$ cat config.mk
export PLATFORM = sky130hd
export DESIGN_NAME = regfile_wb_scheduler_flat
export DESIGN_NICKNAME = d
export VERILOG_FILES = /design/src/rtl/regfile_wb_scheduler_if.sv /design/src/rtl/regfile_wb_scheduler.sv /design/src/flat_wrapper.sv
export SDC_FILE = /design/constraint.sdc
export NUM_CORES = 1
export LEC_CHECK = 0
export CORE_MARGIN = 2
export CORE_UTILIZATION = 60
export CTS_BUF_LIST = sky130_fd_sc_hd__clkbuf_4
export CTS_CLUSTER_DIAMETER = 200
export DETAILED_ROUTE_END_ITERATION = 7
export DONT_BUFFER_PORTS = 1
export PLACE_DENSITY = 0.87
export SLEW_MARGIN = 20
export SYNTH_ARGS = -nofsm -noshare
export SYNTH_HDL_FRONTEND = slang
export SYNTH_SLANG_ARGS = --single-unit
$ cat constraint.sdc
create_clock -name clk -period 6.2 [get_ports clk]
set_input_delay 1.24 -clock clk [delete_from_list [all_inputs] [get_ports clk]]
set_output_delay 1.24 -clock clk [all_outputs]
set_load 0.01 [all_outputs]
$ cat src/rtl/regfile_wb_scheduler_if.sv
// Write-back scheduler bundle: two write-back request ports,
// register file write port, issue check and scoreboard status.
interface regfile_wb_scheduler_if;
  logic        a_valid;
  logic        a_ready;
  logic [2:0]  a_rdest;
  logic [1:0]  a_size;
  logic [31:0] a_data;

  logic        b_valid;
  logic        b_ready;
  logic [2:0]  b_rdest;
  logic [1:0]  b_size;
  logic [31:0] b_data;

  logic        wb_we;
  logic [2:0]  wb_rdest;
  logic [1:0]  wb_size;
  logic [31:0] wb_data;

  logic        iss_valid;
  logic [2:0]  iss_rsrc1;
  logic [2:0]  iss_rsrc2;
  logic        iss_use1;
  logic        iss_use2;
  logic        iss_wr;
  logic [2:0]  iss_rdest;
  logic        iss_ready;

  logic        flush;
  logic [7:0]  busy;

  modport master (
    output a_valid, a_rdest, a_size, a_data,
    input  a_ready,
    output b_valid, b_rdest, b_size, b_data,
    input  b_ready,
    input  wb_we, wb_rdest, wb_size, wb_data,
    output iss_valid, iss_rsrc1, iss_rsrc2,
    output iss_use1, iss_use2, iss_wr, iss_rdest,
    input  iss_ready,
    output flush,
    input  busy
  );

  modport slave (
    input  a_valid, a_rdest, a_size, a_data,
    output a_ready,
    input  b_valid, b_rdest, b_size, b_data,
    output b_ready,
    output wb_we, wb_rdest, wb_size, wb_data,
    input  iss_valid, iss_rsrc1, iss_rsrc2,
    input  iss_use1, iss_use2, iss_wr, iss_rdest,
    output iss_ready,
    input  flush,
    output busy
  );
endinterface

$ cat src/rtl/regfile_wb_scheduler.sv
// Round-robin write-back arbiter for the register file write port
// plus per-register pending-write scoreboard for issue stalls.
module regfile_wb_scheduler #(
  parameter int CNT_W = 2
) (
  input logic                  clk,
  input logic                  rst,
  regfile_wb_scheduler_if.slave bus
);

  localparam logic [CNT_W-1:0] CNT_MAX = '1;

  logic              last_b;
  logic              gnt_a;
  logic              gnt_b;

  logic              we_q;
  logic [2:0]        rdest_q;
  logic [1:0]        size_q;
  logic [31:0]       data_q;

  logic [CNT_W-1:0]  cnt [8];
  logic [7:0]        busy_w;
  logic [7:0]        inc_v;
  logic [7:0]        dec_v;
  logic              stall;
  logic              iss_ok;

  // Grant: lone requester wins, ties go to the port that lost last.
  always_comb begin
    gnt_a = bus.a_valid && (!bus.b_valid || last_b);
    gnt_b = bus.b_valid && (!bus.a_valid || !last_b);
  end

  assign bus.a_ready = gnt_a;
  assign bus.b_ready = gnt_b;

  // Remember last winner; reset favours A on the first tie.
  always_ff @(posedge clk or negedge rst) begin
    if (!rst) begin
      last_b <= 1'b1;
    end else if (gnt_a) begin
      last_b <= 1'b0;
    end else if (gnt_b) begin
      last_b <= 1'b1;
    end
  end

  // Register the winning write; payload holds when idle.
  always_ff @(posedge clk or negedge rst) begin
    if (!rst) begin
      we_q    <= 1'b0;
      rdest_q <= '0;
      size_q  <= '0;
      data_q  <= '0;
    end else begin
      we_q <= gnt_a || gnt_b;
      if (gnt_a) begin
        rdest_q <= bus.a_rdest;
        size_q  <= bus.a_size;
        data_q  <= bus.a_data;
      end else if (gnt_b) begin
        rdest_q <= bus.b_rdest;
        size_q  <= bus.b_size;
        data_q  <= bus.b_data;
      end
    end
  end

  assign bus.wb_we    = we_q;
  assign bus.wb_rdest = rdest_q;
  assign bus.wb_size  = size_q;
  assign bus.wb_data  = data_q;

  // Busy comes from registered counts only, no wb_we bypass.
  always_comb begin
    busy_w = '0;
    for (int i = 0; i < 8; i++) begin
      busy_w[i] = (cnt[i] != '0);
    end
  end

  assign bus.busy = busy_w;

  // RAW on either used source, or destination counter full.
  always_comb begin
    stall = (bus.iss_use1 && busy_w[bus.iss_rsrc1])
         || (bus.iss_use2 && busy_w[bus.iss_rsrc2])
         || (bus.iss_wr && (cnt[bus.iss_rdest] == CNT_MAX));
    iss_ok = bus.iss_valid && !stall;
  end

  assign bus.iss_ready = iss_ok;

  // One-hot increment/decrement requests per register.
  always_comb begin
    inc_v = '0;
    dec_v = '0;
    if (iss_ok && bus.iss_wr) begin
      inc_v[bus.iss_rdest] = 1'b1;
    end
    if (we_q) begin
      dec_v[rdest_q] = 1'b1;
    end
  end

  // Pending counters: flush wins, inc+dec cancel, dec saturates at 0.
  always_ff @(posedge clk or negedge rst) begin
    if (!rst) begin
      for (int i = 0; i < 8; i++) begin
        cnt[i] <= '0;
      end
    end else if (bus.flush) begin
      for (int i = 0; i < 8; i++) begin
        cnt[i] <= '0;
      end
    end else begin
      for (int i = 0; i < 8; i++) begin
        if (inc_v[i] && !dec_v[i]) begin
          cnt[i] <= cnt[i] + 1'b1;
        end else if (dec_v[i] && !inc_v[i] && cnt[i] != '0) begin
          cnt[i] <= cnt[i] - 1'b1;
        end
      end
    end
  end

endmodule

$ cat src/flat_wrapper.sv
// flat-port wrapper written by rule: the top's interface ports become plain ports
module regfile_wb_scheduler_flat 
#(
  parameter int CNT_W = 2
)
  (clk, rst, bus_a_valid, bus_a_rdest, bus_a_size, bus_a_data, bus_a_ready, bus_b_valid, bus_b_rdest, bus_b_size, bus_b_data, bus_b_ready, bus_wb_we, bus_wb_rdest, bus_wb_size, bus_wb_data, bus_iss_valid, bus_iss_rsrc1, bus_iss_rsrc2, bus_iss_use1, bus_iss_use2, bus_iss_wr, bus_iss_rdest, bus_iss_ready, bus_flush, bus_busy);
  regfile_wb_scheduler_if bus_i ();
  input logic clk;
  input logic rst;
  input wire logic [$bits(bus_i.a_valid)-1:0] bus_a_valid;
  input wire logic [$bits(bus_i.a_rdest)-1:0] bus_a_rdest;
  input wire logic [$bits(bus_i.a_size)-1:0] bus_a_size;
  input wire logic [$bits(bus_i.a_data)-1:0] bus_a_data;
  output wire logic [$bits(bus_i.a_ready)-1:0] bus_a_ready;
  input wire logic [$bits(bus_i.b_valid)-1:0] bus_b_valid;
  input wire logic [$bits(bus_i.b_rdest)-1:0] bus_b_rdest;
  input wire logic [$bits(bus_i.b_size)-1:0] bus_b_size;
  input wire logic [$bits(bus_i.b_data)-1:0] bus_b_data;
  output wire logic [$bits(bus_i.b_ready)-1:0] bus_b_ready;
  output wire logic [$bits(bus_i.wb_we)-1:0] bus_wb_we;
  output wire logic [$bits(bus_i.wb_rdest)-1:0] bus_wb_rdest;
  output wire logic [$bits(bus_i.wb_size)-1:0] bus_wb_size;
  output wire logic [$bits(bus_i.wb_data)-1:0] bus_wb_data;
  input wire logic [$bits(bus_i.iss_valid)-1:0] bus_iss_valid;
  input wire logic [$bits(bus_i.iss_rsrc1)-1:0] bus_iss_rsrc1;
  input wire logic [$bits(bus_i.iss_rsrc2)-1:0] bus_iss_rsrc2;
  input wire logic [$bits(bus_i.iss_use1)-1:0] bus_iss_use1;
  input wire logic [$bits(bus_i.iss_use2)-1:0] bus_iss_use2;
  input wire logic [$bits(bus_i.iss_wr)-1:0] bus_iss_wr;
  input wire logic [$bits(bus_i.iss_rdest)-1:0] bus_iss_rdest;
  output wire logic [$bits(bus_i.iss_ready)-1:0] bus_iss_ready;
  input wire logic [$bits(bus_i.flush)-1:0] bus_flush;
  output wire logic [$bits(bus_i.busy)-1:0] bus_busy;
  assign bus_i.a_valid = bus_a_valid;
  assign bus_i.a_rdest = bus_a_rdest;
  assign bus_i.a_size = bus_a_size;
  assign bus_i.a_data = bus_a_data;
  assign bus_a_ready = bus_i.a_ready;
  assign bus_i.b_valid = bus_b_valid;
  assign bus_i.b_rdest = bus_b_rdest;
  assign bus_i.b_size = bus_b_size;
  assign bus_i.b_data = bus_b_data;
  assign bus_b_ready = bus_i.b_ready;
  assign bus_wb_we = bus_i.wb_we;
  assign bus_wb_rdest = bus_i.wb_rdest;
  assign bus_wb_size = bus_i.wb_size;
  assign bus_wb_data = bus_i.wb_data;
  assign bus_i.iss_valid = bus_iss_valid;
  assign bus_i.iss_rsrc1 = bus_iss_rsrc1;
  assign bus_i.iss_rsrc2 = bus_iss_rsrc2;
  assign bus_i.iss_use1 = bus_iss_use1;
  assign bus_i.iss_use2 = bus_iss_use2;
  assign bus_i.iss_wr = bus_iss_wr;
  assign bus_i.iss_rdest = bus_iss_rdest;
  assign bus_iss_ready = bus_i.iss_ready;
  assign bus_i.flush = bus_flush;
  assign bus_busy = bus_i.busy;
  regfile_wb_scheduler #(.CNT_W(CNT_W)) u_core (.clk(clk), .rst(rst), .bus(bus_i));
endmodule
# After elaboration in Yosys (flattened, before gate mapping)
# Cells that the tools add are included.
dict set report word_totals {
  regBits 55
  inputBits 92
  output_inout_bits 49
}
dict set report classes {
  addsub 16
  order_cmp 7
  eq_ne 1
  muxes 38
  n_bitwise 1
  n_reduce_logical 75
}
# op count
set op_table {}
lappend op_table {{$mux 32} 2}
lappend op_table {{$mux 2} 20}
lappend op_table {{$logic_and 1x1->1} 33}
lappend op_table {{$reduce_bool 3->1} 8}
lappend op_table {{$logic_not 1->1} 20}
lappend op_table {{$reduce_bool 2->1} 9}
lappend op_table {{$add 2x1->2 const B} 8}
lappend op_table {{$lt 3x4->1 const B} 4}
lappend op_table {{$mux 16} 1}
lappend op_table {{$mux 8} 2}
lappend op_table {{$sub 2x1->2 const B} 8}
lappend op_table {{$bmux 1 s3} 2}
lappend op_table {{$bmux 2 s3} 1}
lappend op_table {{$demux 1 s3} 2}
lappend op_table {{$ge 3x1->1 const B} 2}
lappend op_table {{$mux 1} 6}
lappend op_table {{$mux 3} 2}
lappend op_table {{$logic_or 1x1->1} 5}
lappend op_table {{$ge 4x4->1 const B} 1}
lappend op_table {{$not 3->4} 1}
lappend op_table {{$eq 2x2->1 const B} 1}

# Depth between registers and ports, before layout
# Gate-level depths: netlist of the first run.
dict set report logic_depth {
  depth_word 17
  depth_mapped 8
  ltp_nobuf 6
}

# Worst setup path after synthesis of the first run
# Ideal clock, no wire load.
dict set report synth_path {
  path_kind {input-to-output}
  from {input port bus_iss_rsrc1[1]}
  to {output port bus_iss_ready}
  arrival_ns 2.746
  required_time_ns 4.960
  slack_ns 2.214
  path_stages 5
  n_path_buf 1
  path_cell_list {mux2_2 > mux4_2 > a211oi_4 > buf_6 > nor2b_1}
}
dict set report synth_via {
  elab_chain_cells 7
}
# element line_no
set synth_rtl {}
lappend synth_rtl {{start, declared} flat_wrapper.sv:25} ;# input wire logic [$bits(bus_i.iss_rsrc1)-1:0] bus_iss_rsrc1;
lappend synth_rtl {{$bmux 1 s3} regfile_wb_scheduler.sv:87} ;# stall = (bus.iss_use1 && busy_w[bus.iss_rsrc1])
lappend synth_rtl {{$mux 1 (not written as such)} regfile_wb_scheduler.sv:87}
lappend synth_rtl {{$logic_and 1x1->1} regfile_wb_scheduler.sv:87}
lappend synth_rtl {{$logic_or 1x1->1} regfile_wb_scheduler.sv:88} ;# || (bus.iss_use2 && busy_w[bus.iss_rsrc2])
lappend synth_rtl {{$logic_or 1x1->1} regfile_wb_scheduler.sv:89} ;# || (bus.iss_wr && (cnt[bus.iss_rdest] == CNT_MAX));
lappend synth_rtl {{$logic_not 1->1} regfile_wb_scheduler.sv:90} ;# iss_ok = bus.iss_valid && !stall;
lappend synth_rtl {{$logic_and 1x1->1} regfile_wb_scheduler.sv:90}
lappend synth_rtl {{end, declared} flat_wrapper.sv:31} ;# output wire logic [$bits(bus_i.iss_ready)-1:0] bus_iss_ready;
# Every way passes these cells. The select of a mux whose other input is x is not followed.

# Worst setup path after layout of the first run
# Same ends and word-level chain as after synthesis.

==> run summary, run 1 <==
Post-Route M1 WL: 3690 um
First-pass GRT wire length: 14700 um
Outcome: finished clean
Top-count cell post-synth: nor2_1
Slew @ Worst Pin: 877 ps
Critical Path End Type: output port
Post-synth ARST share: 100%
IO buf count: 0
Top sig layer: met4
Worst reg-to-reg path cell count: 6
Overall routing resource usage: 28.1%
Initial antenna violation count: 0
Ys flop type: dfrtp_1
Commonest cells in the netlist: nor2_1 (64), dfrtp_1 (54), inv_1 (43)
Register area share after synthesis: 38.0%
Synth Instances: 460
Wirelength per Cell: 17.9 um
FF-to-FF End: u_core.cnt[10]
Met3 wire len: 740 um
Root Buffer: clkbuf_4
Slew margin rel.: 41.4%
Final critical-path share of the clock period: 71.7%
Post-CTS setup buffers: 0
Nets: 525
Skew-Pair Late Insertion Delay: 390 ps
CTS resizes: 0
Vias/cell: 6.73
Synth area leaders: dfrtp_1 (37%), nor2_1 (6.6%), a31oi_1 (6.4%)
Ratio of cells with drive above 1 in the final layout: 5.07%
Wire length on met2: 4480 um
Pwr Density: 208 nW/um^2
Max-slew violations: 0
Initial DRC Count: 287
Share of Yosys cell area claimed by the top area cell type: 37.3%
Longest Clk Path Bufs: 2
Final setup viols: 0
Number of synthesized flops with an enable pin: 0
Initial core utilization: 61.6%
Core area: 5890 um^2
Hold Violations, Final: 0
Pin count of the biggest net entering global routing: 106
Remaining Overflow, GRT: 0
H-Tree Depth: 2
ANT nets after route: 0
Worst setup path start: bus_iss_rsrc1[1]
Leading area contributor after synthesis: dfrtp_1
Reg2Reg Setup Slack: 3480 ps
I/O Pins: 141
Max VDD drop: 123 uV
Synth Net Count: 552
CTS tree: yes
Horiz. Die Dim: 81.7 um
P_leak: 0.00159 uW
Row cnt: 28
WP data required: 4960 ps
Max-cap violations: 0
Die H: 81.7 um
Data arrival, critical path: 3210 ps
Die footprint: 6680 um^2
Hold Path Class: primary input to async pin
Post-route setup TNS: 0 ps
Netlist cell types: 43
Vias: 3428
Setup Crit Path Kind: primary input to output port
GPL Wtd Cong: 0.877
Num CTS Buffers: 5
First-pass DRT Iterations: 5
Hold-fix buffer count after cts: 0
Post-layout min period: 4450 ps
DRC Markers: 0
Synthesis Warnings: 0
Unrepaired setup endpoints after global routing: false
F_max: 225 MHz
Syn Area/Cell: 7.88 um^2
Vias in the first global route: 3242
Final WL: 9120 um
Clock Skew: 23.8 ps
Worst Path Max Fanout: 22
Diode count: 0
Startpoint Class: primary input
Worst Setup EP: bus_iss_ready
Worst r2r src: u_core.cnt[1]
Synthesized area: 3620 um^2
Placed wire-length estimate: 6350 um
Clock sink count: 55
Number of synthesized register bits: 55
Worst-path clk slew: 180 ps
Area Growth Syn to Fin: 0.242%
Fin util: 61.7%
## area by class of cell
type / instances / area (um^2)
Multi-Input combinational cell: 326 / 1930
Clock inverter: 2 / 16.3
Clock buffer: 6 / 45.0
Inverter: 44 / 165
Fill cell: 500 / 2250
Tap cell: 75 / 93.8
Timing Repair Buffer: 1 / 7.51
Sequential cell: 55 / 1380
## worst min path at each step
stage	from	to	depth (start not counted)
floorplan	u_core.cnt[3]	u_core.cnt[3]	2
global placement	u_core.cnt[1]	u_core.cnt[1]	2
detailed placement	u_core.cnt[3]	u_core.cnt[3]	2
CTS	rst	u_core.bus.wb_data[11]	0
global route	rst	u_core.bus.wb_data[8]	0
finish	rst	u_core.bus.wb_data[15]	0
## cells by family (layout without fill, tap and decap cells)
kind of cell           count (synthesis)  count (layout)  share of synthesized area, %
and+or+nand+nor                      169             169                          22.6
AOI/OAI and AO/OA                    148             148                          26.2
buffers and inverters                 79              53                          8.80
DFF                                   55              55                          38.0
muxes                                  9               9                          4.38
## per-layer routing
metal | global-route usage [%] | vias to the layer above
met1 | 34.3 | 1618
met5 | 0 | -
met3 | 6.59 | 21
li1 | - | 1593
met2 | 47.5 | 196
met4 | 11.8 | 0
## worst max-delay path, stage by stage
cell and delay [ps]:
mux2_2 300, mux4_2 530, a211oi_4 780, nor2b_1 350
## report_power, final
group          internal (uW)  switching, uW
combinational           56.0           73.6
clock                   50.5            119
sequential               394           61.5
total                    501            254
## sequential cells by signal, summed over array words and instances, names as in the netlist
signal               cells
u_core.bus.wb_data      32
u_core.bus.wb_rdest      3
u_core.cnt              16
u_core.bus.wb_size       2
u_core.last_b            1
u_core.bus.wb_we         1
## cells in the final DEF (no fill, tap or decap), types with 16 or more instances in the layout
| cell | Yosys | layout |
|---|---|---|
| nor2_1 | 64 | 64 |
| dfrtp_1 | 54 | 54 |
| inv_1 | 43 | 43 |
| nand2_1 | 41 | 41 |
| a21oi_1 | 38 | 38 |
| a31oi_1 | 37 | 37 |
| o22ai_1 | 34 | 34 |
| o211ai_1 | 22 | 22 |
| nor3_1 | 17 | 17 |
| nor2b_1 | 16 | 16 |
## per-stage QoR
stage | setup WS, ps | total power [uW] | hold slack [ps] | std cells | instance area, um^2
2_1_floorplan | 2210 | 576 | 530 | 460 | 3620
3_3_place_gp | 1830 | 582 | 561 | 501 | 3570
3_5_place_dp | 1780 | 590 | 599 | 501 | 3570
4_1_cts | 1760 | 758 | 500 | 509 | 3630
5_1_grt | 1710 | 800 | 468 | 509 | 3630
6_report | 1750 | 755 | 510 | 509 | 3630
Note: power is estimated with default switching activity, not from simulation.
==> inputs of run 2 (changes only) <==
Clock period 6.2 ns to 4.6 ns, I/O delays scaled along.
==> run summary, run 2 (synthesis gave the netlist of run 1 again) <==
Post-layout min period: 3670 ps
Worst-path clk slew: 180 ps (about the same)
P_int: 671 uW (+34%)
Wirelength per Cell: 17.6 um (-1.5%)
Core area: 5890 um^2 (unchanged)
Pin count of the biggest net entering global routing: 106 (unchanged)
Critical Path Max Stage Delay: 530 ps (-250 ps)
Data arrival, critical path: 2750 ps (-460 ps)
Slew margin rel.: 49.5% (+8.1 points)
Hold Violations, Final: 0 (unchanged)
Clock sink count: 55 (unchanged)
Hold Path Class: primary input to async pin
Combinational group share of total power: 17.1% (about the same)
Critical Path End Type: output port
Fillers: 500 (unchanged)
Placed cell areas: 3580 um^2 (+0.21%)
Post-Route M1 WL: 3610 um (-2.1%)
F_max: 273 MHz
CTS tree: yes
Root Buffer: clkbuf_4
Max VDD drop: 144 uV (+16%)
Skew-Pair Late Insertion Delay: 390 ps (about the same)
P_leak: 0.00160 uW (+0.46%)
Worst Path Max Fanout: 22 (unchanged)
Commonest non-fill, non-tap cell in the layout: nor2_1
First-pass GRT wire length: 14500 um (-1.4%)
Worst setup path start: u_core.cnt[1]
Post-route setup TNS: 0 ps (unchanged)
Area Growth Syn to Fin: 0.449%
Ratio of cells with drive above 1 in the final layout: 5.06% (-0.012 points)
Max-cap violations: 0 (unchanged)
Max-slew violations: 0 (unchanged)
Clock power share: 22.7% (+0.2 points)
Row cnt: 28 (unchanged)
WP data required: 3680 ps (-1280 ps)
CTS resizes: 0 (unchanged)
Hold-fix buffer count after cts: 0 (unchanged)
Max reg flops: 32 (unchanged)
Setup Crit Path Kind: register to output port
Clock Skew: 23.5 ps (-0.337 ps)
Outcome: finished clean
Startpoint Class: register
Wire length on met2: 4580 um (+2.2%)
CP delay by family, top: multiplexers
Dpl cells: 502 (+0.20%)
Final Instance Area: 3640 um^2 (+0.21%)
Vias: 3382 (-1.3%)
Switching Fraction: 34.2% (+0.56 points)
Top sig layer: met4
Unrepaired setup endpoints after global routing: false
Pwr Density: 280 nW/um^2 (+35%)
IO buf count: 0 (unchanged)
I/O Pins: 141 (unchanged)
CP cell instances: or2_4 -> mux2_2 -> mux4_2 -> a211oi_4 -> buf_4 -> nor2b_1
Final WL: 9000 um (-1.3%)
Vias/cell: 6.63 (-1.5%)
Initial DRC Count: 205 (-29%)
Final setup viols: 0 (unchanged)
Sw Pwr: 349 uW (+37%)
Placed wire-length estimate: 6330 um (-0.36%)
Die H: 81.7 um (unchanged)
Initial core utilization: 61.6% (unchanged)
Worst r2r src: u_core.cnt[1]
Overall routing resource usage: 27.2% (-0.84 points)
Post-CTS setup buffers: 0 (unchanged)
ANT nets after route: 0 (unchanged)
Reg power frac: 60.2% (-0.2 points)
Die footprint: 6680 um^2 (unchanged)
Worst Path Buf+Inv: 1 (+1)
Longest Clk Path Bufs: 2 (unchanged)
Num CTS Buffers: 5 (unchanged)
Nets: 526 (+0.19%)
Pwr Total: 1020 uW (+35%)
Final critical-path share of the clock period: 79.7%
Initial antenna violation count: 0 (unchanged)
Horiz. Die Dim: 81.7 um (unchanged)
GPL Wtd Cong: 0.890 (+1.5%)
Diode count: 0 (unchanged)
First-pass DRT Iterations: 4 (-1)
Met3 wire len: 682 um (-7.8%)
Slew @ Worst Pin: 739 ps (-138 ps)
H-Tree Depth: 2 (unchanged)
Remaining Overflow, GRT: 0 (unchanged)
Worst path slowest cell: mux4_2
DRC Markers: 0 (unchanged)
Vias in the first global route: 3330 (+2.7%)
Commonest cells after routing, fill and taps aside: nor2_1 (64), dfrtp_1 (54), inv_1 (43)
Non-filler instance count after layout: 510 (+0.20%)
[run 2: cell types whose count changed in the layout (fill, tap and decap cells not counted), sizes merged]
| cell | before | now |
|---|---|---|
| clkinvlp | 1 | 0 |
| clkinv | 1 | 3 |
| clkbuf | 6 | 5 |
| buf | 1 | 2 |
[run 2: path summary, 6_finish.rpt]
path / slack [ps] / end / cells after the start
setup / recovery: 930 / bus_iss_ready / 6
hold / removal: 180 / u_core.bus.wb_data[20] / 0
setup reg to reg: 2180 / u_core.cnt[10] / 7
hold reg to reg: 620 / u_core.cnt[3] / 2
max in group asynchronous: 4240 / u_core.last_b / 0
min in group clk: 600 / u_core.bus.wb_data[13] / 1
[run 2: per-layer routing]
layer | GRT usage (%) | vias to the layer above
li1 | - | 1598
met4 | 8.17 | 0
met3 | 6.37 | 13
met1 | 31.6 | 1612
met2 | 49.6 | 159
met5 | 0 | -
[run 2: cell type report]
class	instances	area (um^2)	area share [%]
clock inverters	3	23.8	0.653
clock buffers	5	37.5	1.03
well taps	75	93.8	2.58
multi-input cells	326	1930	53.0
flip-flops and latches	55	1380	37.8
inverters	44	165	4.54
repair buffers	2	15.0	0.412
[run 2: power by group through the flow]
stage / clock network [uW] / registers, uW / logic [uW]
2_1_floorplan: 0 / 589 / 188
3_3_place_gp: 0 / 622 / 163
3_5_place_dp: 0 / 622 / 173
4_1_cts: 233 / 614 / 173
5_1_grt: 249 / 623 / 198
6_report: 232 / 614 / 174
[run 2: through the flow]
| step | setup WS [ps] | utilization, % | hold WS, ps |
|---|---|---|---|
| after floorplan | 1250 | - | 530 |
| after global placement | 1170 | 60.8 | 563 |
| after detailed placement | 1150 | 60.8 | 584 |
| after CTS | 948 | 61.9 | 175 |
| after global routing | 858 | 61.9 | 158 |
| final | 935 | 61.9 | 180 |
==> inputs of run 3 (changes only) <==
Clock period 4.6 ns to 3.7 ns, I/O delays scaled along.
==> run summary, run 3 (synthesis gave the netlist of run 1 again) <==
Setup Slack @ Placement: 859 ps (-292 ps)
Worst reg-to-reg path cell count: 7 (unchanged)
Max-slew violations: 0 (unchanged)
Hold Violations, Final: 0 (unchanged)
Longest Clk Path Bufs: 2 (unchanged)
Area of the multi-input gates: 1930 um^2 (unchanged)
Horiz. Die Dim: 81.7 um (unchanged)
Max VDD drop: 225 uV (+56%)
Outcome: finished clean
Critical Path End Type: output port
ANT nets after route: 0 (unchanged)
Final critical-path share of the clock period: 87.6%
Pwr Density: 367 nW/um^2 (+31%)
I/O Pins: 141 (unchanged)
GPL Wtd Cong: 0.935 (+5.1%)
Max reg flops: 32 (unchanged)
Final WL: 9180 um (+2.0%)
Initial antenna violation count: 0 (unchanged)
Worst Path Max Fanout: 5 (-77%)
Setup Crit Path Kind: register to output port
Commonest non-fill, non-tap cell in the layout: nor2_1
Num CTS Buffers: 5 (unchanged)
Core area: 5890 um^2 (unchanged)
Data arrival, critical path: 2500 ps (-250 ps)
Worst r2r src: u_core.cnt[5]
Die footprint: 6680 um^2 (unchanged)
Hold Path Class: primary input to async pin
DRC Markers: 0 (unchanged)
Vias in the first global route: 3154 (-5.3%)
Post-layout min period: 3240 ps
Worst Path Buf+Inv: 0 (-1)
IO buf count: 0 (unchanged)
Overall routing resource usage: 27.6% (+0.39 points)
P_leak: 0.00163 uW (+1.7%)
Ratio of cells with drive above 1 in the final layout: 5.49% (+0.43 points)
WP data required: 2960 ps (-720 ps)
H-Tree Depth: 2 (unchanged)
Vias: 3402 (+0.59%)
Max-cap violations: 0 (unchanged)
Fin util: 62.9% (+1.0 points)
FF-to-FF End: u_core.cnt[10]
Nets: 528 (+0.38%)
Area Growth Syn to Fin: 2.14%
Critical Path Max Stage Delay: 520 ps (about the same)
Post-route setup TNS: 0 ps (unchanged)
Wirelength per Cell: 17.9 um (+1.6%)
Unrepaired setup endpoints after global routing: false
Startpoint Class: register
Placed cell areas: 3580 um^2 (unchanged)
Clock Skew: 27.5 ps (+4.02 ps)
Remaining Overflow, GRT: 0 (unchanged)
Pin count of the biggest net entering global routing: 106 (unchanged)
Initial DRC Count: 299 (+46%)
Worst-path clk slew: 190 ps (about the same)
Worst path slowest cell: mux4_2
Commonest cells after routing, fill and taps aside: nor2_1 (64), dfrtp_1 (54), inv_1 (43)
CP delay by family, top: multiplexers
Setup ws final: 458 ps (-477 ps)
Post-CTS setup buffers: 0 (unchanged)
First-pass GRT wire length: 14400 um (-0.71%)
Placed wire-length estimate: 6370 um (+0.62%)
Skew-Pair Late Insertion Delay: 390 ps (about the same)
Clock sink count: 55 (unchanged)
Slew margin rel.: 42.3% (-7.2 points)
Die H: 81.7 um (unchanged)
Fillers: 517 (+3.4%)
CTS tree: yes
Diode count: 0 (unchanged)
Slew @ Worst Pin: 863 ps (+124 ps)
Vias/cell: 6.64 (+0.20%)
First-pass DRT Iterations: 5 (+1)
Row cnt: 28 (unchanged)
Sequential Area: 1380 um^2 (unchanged)
CP cell instances: or2_4 -> mux2_2 -> mux4_2 -> a211oi_4 -> nor2b_1
Final setup viols: 0 (unchanged)
Root Buffer: clkbuf_4
F_max: 308 MHz
Initial core utilization: 61.6% (unchanged)
Reg2Reg Setup Slack: 1250 ps (-930 ps)
Final Instance Area: 3700 um^2 (+1.7%)
[run 3: metrics by stage]
| stage | total power (uW) | instances | hold WS (ps) |
|---|---|---|---|
| CTS | 1360 | 511 | 0.0743 |
| global placement | 977 | 502 | 445 |
| detailed placement | 993 | 502 | 445 |
| global route | 1430 | 512 | 0.978 |
| floorplan | 966 | 460 | 444 |
| finish | 1360 | 512 | 40.0 |
[run 3: routing by layer]
layer  track usage, %  wire length, um  vias up
met2             48.2             4570      169
met5                0                0        -
met4             9.33              218        0
met3             5.38              641       23
li1                 -                -     1608
met1             34.1             3750     1602
[run 3: repair_timing]
item                                   CTS  global route
endpoints found under the hold margin   19            23
setup endpoints to repair                0             0
gates resized for setup                  0             0
hold buffers                             1             1
[run 3: final cells by class]
| type | count | area share, % |
|---|---|---|
| repair buffers | 4 | 1.22 |
| flip-flops and latches | 55 | 37.2 |
| clock inverters | 3 | 1.49 |
| multi-input cells | 326 | 52.1 |
| clock buffers | 5 | 1.01 |
| inverters | 44 | 4.46 |
| well taps | 75 | 2.53 |
[run 3: power by group]
group	total, uW	internal [uW]	switching [uW]
Combinational	230	97.8	132
Clock	364	149	215
Sequential	767	661	106
[run 3: worst max-delay path by stage]
| stage | from | end | slack, ps | cells after the start |
|---|---|---|---|---|
| floorplan | bus_iss_rsrc1[1] | bus_iss_ready | 710 | 5 |
| global placement | bus_iss_rsrc1[1] | bus_iss_ready | 850 | 4 |
| global route | u_core.cnt[5] | bus_iss_ready | 370 | 5 |
| detailed placement | bus_iss_rsrc1[1] | bus_iss_ready | 860 | 4 |
| finish | u_core.cnt[5] | bus_iss_ready | 460 | 5 |
| CTS | u_core.cnt[5] | bus_iss_ready | 460 | 5 |
[run 3: worst register-to-register path: cells and delay by family, from the launching register on]
family | cells | cell delay, ps
buffers and inverters | 1 | 280
flip-flops | 1 | 480
AND/OR/NAND/NOR | 2 | 370
AO/OA/AOI/OAI | 2 | 410
multiplexers | 2 | 780
